File: src/rtl/tdm_pkg.sv
// Shared definitions for the TDM transmit/receive pair: channel count, select width,
// idle line level and the frame FSM state type.
package tdm_pkg;
  localparam int         NUM_CH     = 8;
  localparam int         SEL_W      = $clog2(NUM_CH);
  localparam logic       IDLE_LEVEL = 1'b0;

  typedef enum logic [1:0] {
    IDLE = 2'd0,
    SEND = 2'd1,
    DONE = 2'd2
  } tdm_state_t;
endpackage

File: src/rtl/mux_8to1.sv
// Pure combinational channel select: bit_o = word_i[sel_i].
module mux_8to1
  import tdm_pkg::*;
(
  input  logic [NUM_CH-1:0] word_i,
  input  logic [SEL_W-1:0]  sel_i,
  output logic              bit_o
);
  assign bit_o = word_i[sel_i];
endmodule

File: src/rtl/tdm_mux_8to1.sv
// Sequential 8:1 TDM transmitter: captures a channel word on start and serialises it
// one channel per enabled cycle, with a matching select, for a downstream demux_1to8.
module tdm_mux_8to1
  import tdm_pkg::*;
(
  input  logic              clk,
  input  logic              rst,
  input  logic              start,
  input  logic [NUM_CH-1:0] in,
  input  logic              en,
  output logic              out,
  output logic [SEL_W-1:0]  sel,
  output logic              valid,
  output logic              busy,
  output logic              done
);
  localparam logic [SEL_W-1:0] LAST_SEL = SEL_W'(NUM_CH - 1);

  tdm_state_t        state_q, state_d;
  logic [NUM_CH-1:0] word_q, word_d;
  logic [SEL_W-1:0]  sel_q, sel_d;
  logic              out_q, out_d;
  logic              valid_q, valid_d;
  logic              busy_q, busy_d;
  logic              done_q, done_d;
  logic              mux_bit;

  // The mux looks at next-state word/sel so out is registered in step with sel/valid.
  mux_8to1 u_mux (
    .word_i (word_d),
    .sel_i  (sel_d),
    .bit_o  (mux_bit)
  );

  // Interface: start is a request sampled only in IDLE/DONE (accepted the same edge, no
  // ready); en is a per-cycle advance qualifier in SEND; valid marks out/sel as a frame bit.
  always_comb begin
    state_d = state_q;
    word_d  = word_q;
    sel_d   = sel_q;
    valid_d = valid_q;
    busy_d  = busy_q;
    done_d  = 1'b0;
    case (state_q)
      IDLE, DONE: begin
        if (start) begin
          state_d = SEND;
          word_d  = in;
          sel_d   = '0;
          valid_d = 1'b1;
          busy_d  = 1'b1;
        end else begin
          state_d = IDLE;
          sel_d   = '0;
          valid_d = 1'b0;
          busy_d  = 1'b0;
        end
      end
      SEND: begin
        if (en) begin
          if (sel_q == LAST_SEL) begin
            state_d = DONE;
            sel_d   = '0;
            valid_d = 1'b0;
            busy_d  = 1'b0;
            done_d  = 1'b1;
          end else begin
            sel_d = sel_q + 1'b1;
          end
        end
      end
      default: begin
        state_d = IDLE;
        sel_d   = '0;
        valid_d = 1'b0;
        busy_d  = 1'b0;
      end
    endcase
    out_d = valid_d ? mux_bit : IDLE_LEVEL;
  end

  always_ff @(posedge clk) begin
    if (rst) begin
      state_q <= IDLE;
      word_q  <= '0;
      sel_q   <= '0;
      out_q   <= IDLE_LEVEL;
      valid_q <= 1'b0;
      busy_q  <= 1'b0;
      done_q  <= 1'b0;
    end else begin
      state_q <= state_d;
      word_q  <= word_d;
      sel_q   <= sel_d;
      out_q   <= out_d;
      valid_q <= valid_d;
      busy_q  <= busy_d;
      done_q  <= done_d;
    end
  end

  assign out   = out_q;
  assign sel   = sel_q;
  assign valid = valid_q;
  assign busy  = busy_q;
  assign done  = done_q;
endmodule
File: config.mk
export PLATFORM = sky130hd
export DESIGN_NAME = tdm_mux_8to1
export DESIGN_NICKNAME = d
export VERILOG_FILES = /design/src/rtl/tdm_pkg.sv /design/src/rtl/mux_8to1.sv /design/src/rtl/tdm_mux_8to1.sv
export SDC_FILE = /design/constraint.sdc
export NUM_CORES = 1
export LEC_CHECK = 0
export ABC_AREA = 0
export CORE_ASPECT_RATIO = 1.25
export CORE_MARGIN = 5
export CORE_UTILIZATION = 47
export DETAILED_ROUTE_END_ITERATION = 6
export PLACE_DENSITY = 0.87
export SLEW_MARGIN = 5
export SYNTH_ARGS = -nofsm -noshare
export SYNTH_HDL_FRONTEND = slang
export SYNTH_SLANG_ARGS = --single-unit
File: constraint.sdc
create_clock -name clk -period 2.3 [get_ports clk]
set_clock_uncertainty 0.15 [all_clocks]
set_input_delay 0.46 -clock clk [delete_from_list [all_inputs] [get_ports clk]]
set_output_delay 0.46 -clock clk [all_outputs]
set_load 0.02 [all_outputs]
==> results by group, run 1 <==
Drt
  – Via Count: 756
  – Met1 wire length: 727 um
  – Met3 wire len: 77 um
  – Highest Signal Layer: met4
  – Iter 0 DRT Violations: 11
  – First drt pass iteration count: 4
  – Number of nets with antenna violations after routing: 0
  – Detailed Route WL: around 1800 um
  – DR DRC count: 0
  – Post-DR wirelength/cell: 13.83 um
  – Via-per-instance ratio: around 5.7
  – Routed wl met2: 965 um

Critical path
  – Critical Path AT: 2.11 ns
  – Critical Setup Path Class: reg -> reg
  – R2r startpoint: sel[1]
  – RR Endpoint: out
  – Peak fanout along the critical path: 6
  – Worst Setup Start Kind: flop
  – Worst Reg2Reg Path Length in Cells: 6
  – Reg2Reg Setup Slack: 0.24 ns
  – Crit. Startpoint: sel[1]
  – Worst EP required: about 2.4 ns
  – Crit path capture type: flop

Synth
  – Avg Synthesized Cell Area: 8.772 sq um
  – Synth Instances: 93
  – Synth Area in XOR/XNOR: 0%
  – Ys Warns: 0
  – Syn_nets: 107
  – Simple-gate portion of the synthesized area: 23.31%
  – Cell Area, Synth: about 820 sq um
  – Post-synthesis compound-gate area fraction: 21.78%
  – Post-synthesis sequential area ratio: 41.72%
  – Synthesis-stage register bit count: 17
  – Adder-cell area share of the yosys netlist: 3.067%
  – Mux cell area share after synthesis: 5.061%
  – Synth cell types: 32
  – Main combinational cell family by area after synthesis: simple AND/OR/NAND/NOR gates

Timing
  – # setup viols final: 0
  – Worst Setup Slack, final: 0.2436 ns
  – Final Critical Period: ~2 ns
  – Max Fclk: slightly below 0.5 GHz
  – Least-Margin Pin Slew: around 0.38 ns
  – Tcrit/Tclk final: a little under 90%
  – Unrepaired setup endpoints after global routing: false
  – Max Slew Vio Count: 0
  – Fin. Hold Viols: 0
  – Setup TNS: 0 ns
  – Max-slew headroom: 74.34%

Die
  – Die area: 2674 sq um
  – Die Y-Extent: 56.58 um
  – Die width: 47.27 um
  – FP Rows: 16
  – IO Count: 19
  – Initial Util: approximately 50%
  – Core ar.: 1602 sq um

Power
  – Clock Power Share: 27.1%
  – Sw Pwr: 150.3 uW
  – Logic pwr share: between 10% and 20%
  – Worst ir drop on vdd: between 400 and 500 uV
  – P_leak: 0.0003974 uW
  – Power share of the sequential group: 54.5%
  – Int Pwr: around 430 uW
  – P per Cell Area: between 500 and 600 nW/um^2
  – Switch share: between 20% and 30%

Cells and area
  – Synthesis-to-layout area growth: 27.61%
  – Share of cells above drive strength 1: 11.40%
  – Final core utilization: ~65%
  – Nets: 129
  – Number of diodes: 0

Placed design
  – Hpwl dp: 1427 um
  – Place WS: 0.06983 ns
  – GPL Wtd Cong: 0.9023
  – IO buf count: 18

Clock tree
  – CTS max path bufs: 2
  – CTS tree: done
  – CTS Buf Count: 3
  – Post-CTS Setup Bufs: 0
  – Clock latency on the worst-skew pair: slightly below 0.3 ns
  – Post-CTS Hold Buffers: 0
  – Root buffer cell: clkbuf_4
  – Worst-path clk slew: 0.10 ns
  – H-tree depth: 1
  – Post-CTS Resized: 0
  – # clock sinks: 17

Hold path
  – Hold_sp: word_q[2]
  – Hold Path Depth: 2
  – Hold path endpoint: word_q[2]
  – Tightest Hold Check Type: reg -> reg

GRT
  – Initial antenna violation count: 0
  – First-pass GRT wire length: 3236 um
  – Total GRT Usage: 16.33%
  – Vias in the first global route: about 760
  – GR Overflow Total: 0
  – Largest net degree at the start of global routing: 15

Flow run
  – Max Cap Violations: 0

Run status
  – Status: finished clean
-- cell usage in the layout (no fill, tap or decap) --
cell             instances
clkdlybuf4s50_1         18
mux2i_1                  3
a21boi_0                 1
o21a_1                   1
nand3b_1                 1
o32ai_2                  1
dfxtp_1                 17
nor3_1                   5
nor2b_1                  3
a211o_1                  1
nor2_1                   5
o211a_1                  1
o221ai_1                 1
o21ba_2                  1
nand2b_1                 3
inv_1                    2
clkbuf_4                 3
o21ai_0                  1
clkbuf_1                 1
and2_4                   1
ha_1                     2
a32o_1                   1
or3b_2                   1
o311ai_0                 1
o2111ai_1                1
a221oi_1                 1
o21bai_1                 1
a21oi_1                 10
nand2_1                 18
mux2_2                   1
o311a_1                  1
or3b_4                   1
nand3_1                  1
buf_4                    4
-- metal layers --
layer / global-route usage (%) / up-vias
met3: 2.236 / 7
met5: 0 / -
met2: 28.16 / 16
met4: 7.510 / 0
li1: - / 370
met1: 18.52 / 363
-- worst max-delay path: stages (launching register included) --
cell     delay [ns]
dfxtp_1        0.34
ha_1           0.18
ha_1           0.26
or3b_4         0.42
and2_4         0.15
o211a_1        0.23
o32ai_2        0.24
-- Yosys cell counts, drive strengths merged --
library cell | instances | area (sq um)
nand2 | 18 | 67.56
dfxtp | 17 | 340.3
a21oi | 10 | 50.05
nor2 | 5 | 18.77
nor3 | 5 | 25.02
clkbuf | 3 | 11.26
mux2i | 3 | 30.03
nand2b | 3 | 18.77
nor2b | 3 | 18.77
buf | 2 | 22.52
ha | 2 | 25.02
inv | 2 | 7.510
or3b | 2 | 20.02
a211o | 1 | 8.760
a21boi | 1 | 7.510
a221oi | 1 | 8.760
a32o | 1 | 10.01
and2 | 1 | 8.760
mux2 | 1 | 11.26
nand3 | 1 | 5.000
nand3b | 1 | 7.510
o2111ai | 1 | 8.760
o211a | 1 | 10.01
o21a | 1 | 7.510
o21ai | 1 | 5.000
o21ba | 1 | 10.01
o21bai | 1 | 7.510
o221ai | 1 | 8.760
o311a | 1 | 10.01
o311ai | 1 | 8.760
o32ai | 1 | 16.27
-- sequential cells by signal, summed over array words and instances, names as in the netlist --
signal   count
state_q      2
busy         1
sel          3
valid        1
out          1
word_q       8
done         1
-- cell families after synthesis --
logic type / count (synthesis)
muxes: 4
and+or+nand+nor: 39
AOI/OAI and AO/OA: 24
buffers and inverters: 7
adders and majority gates: 2
DFF: 17
-- layout make-up --
cell class,instances,area (sq um)
sequential,17,340.3
fill,146,560.5
inverter,2,7.507
multi-input combinational,69,434.2
timing repair buffer,22,210.2
tap,18,22.52
clock buffer,4,26.28
-- worst max-delay path by stage --
stage / to / cells past startpoint
floorplan: out / 6
global placement: out / 5
detailed placement: out / 5
CTS: out / 6
global route: out / 6
finish: out / 6
-- through the flow --
step / cells / hold slack, ns / instance area, sq um / total power [uW]
detailed placement: 128 / 0.3068 / 1015 / 431.7
floorplan: 93 / 0.2863 / 815.8 / 388.3
global placement: 128 / 0.2959 / 1015 / 428.2
finish: 132 / 0.3188 / 1041 / 583.4
global route: 132 / 0.3510 / 1041 / 611.7
CTS: 132 / 0.3210 / 1041 / 588.3
-- power by group through the flow --
| stage | Sequential (uW) | Clock, uW | Combinational, uW |
|---|---|---|---|
| 2_1_floorplan | 328 | 0 | 60.4 |
| 3_3_place_gp | 324 | 0 | 104 |
| 3_5_place_dp | 325 | 0 | 107 |
| 4_1_cts | 318 | 163 | 108 |
| 5_1_grt | 319 | 173 | 120 |
| 6_report | 318 | 158 | 107 |
Note: power is estimated with default switching activity, not from simulation.
==> run 2: changes to the inputs <==
- CAP_MARGIN: unset -> 20
==> results of run 2 <==
No change in the layout: final DEF, timing and power equal those of run 1.
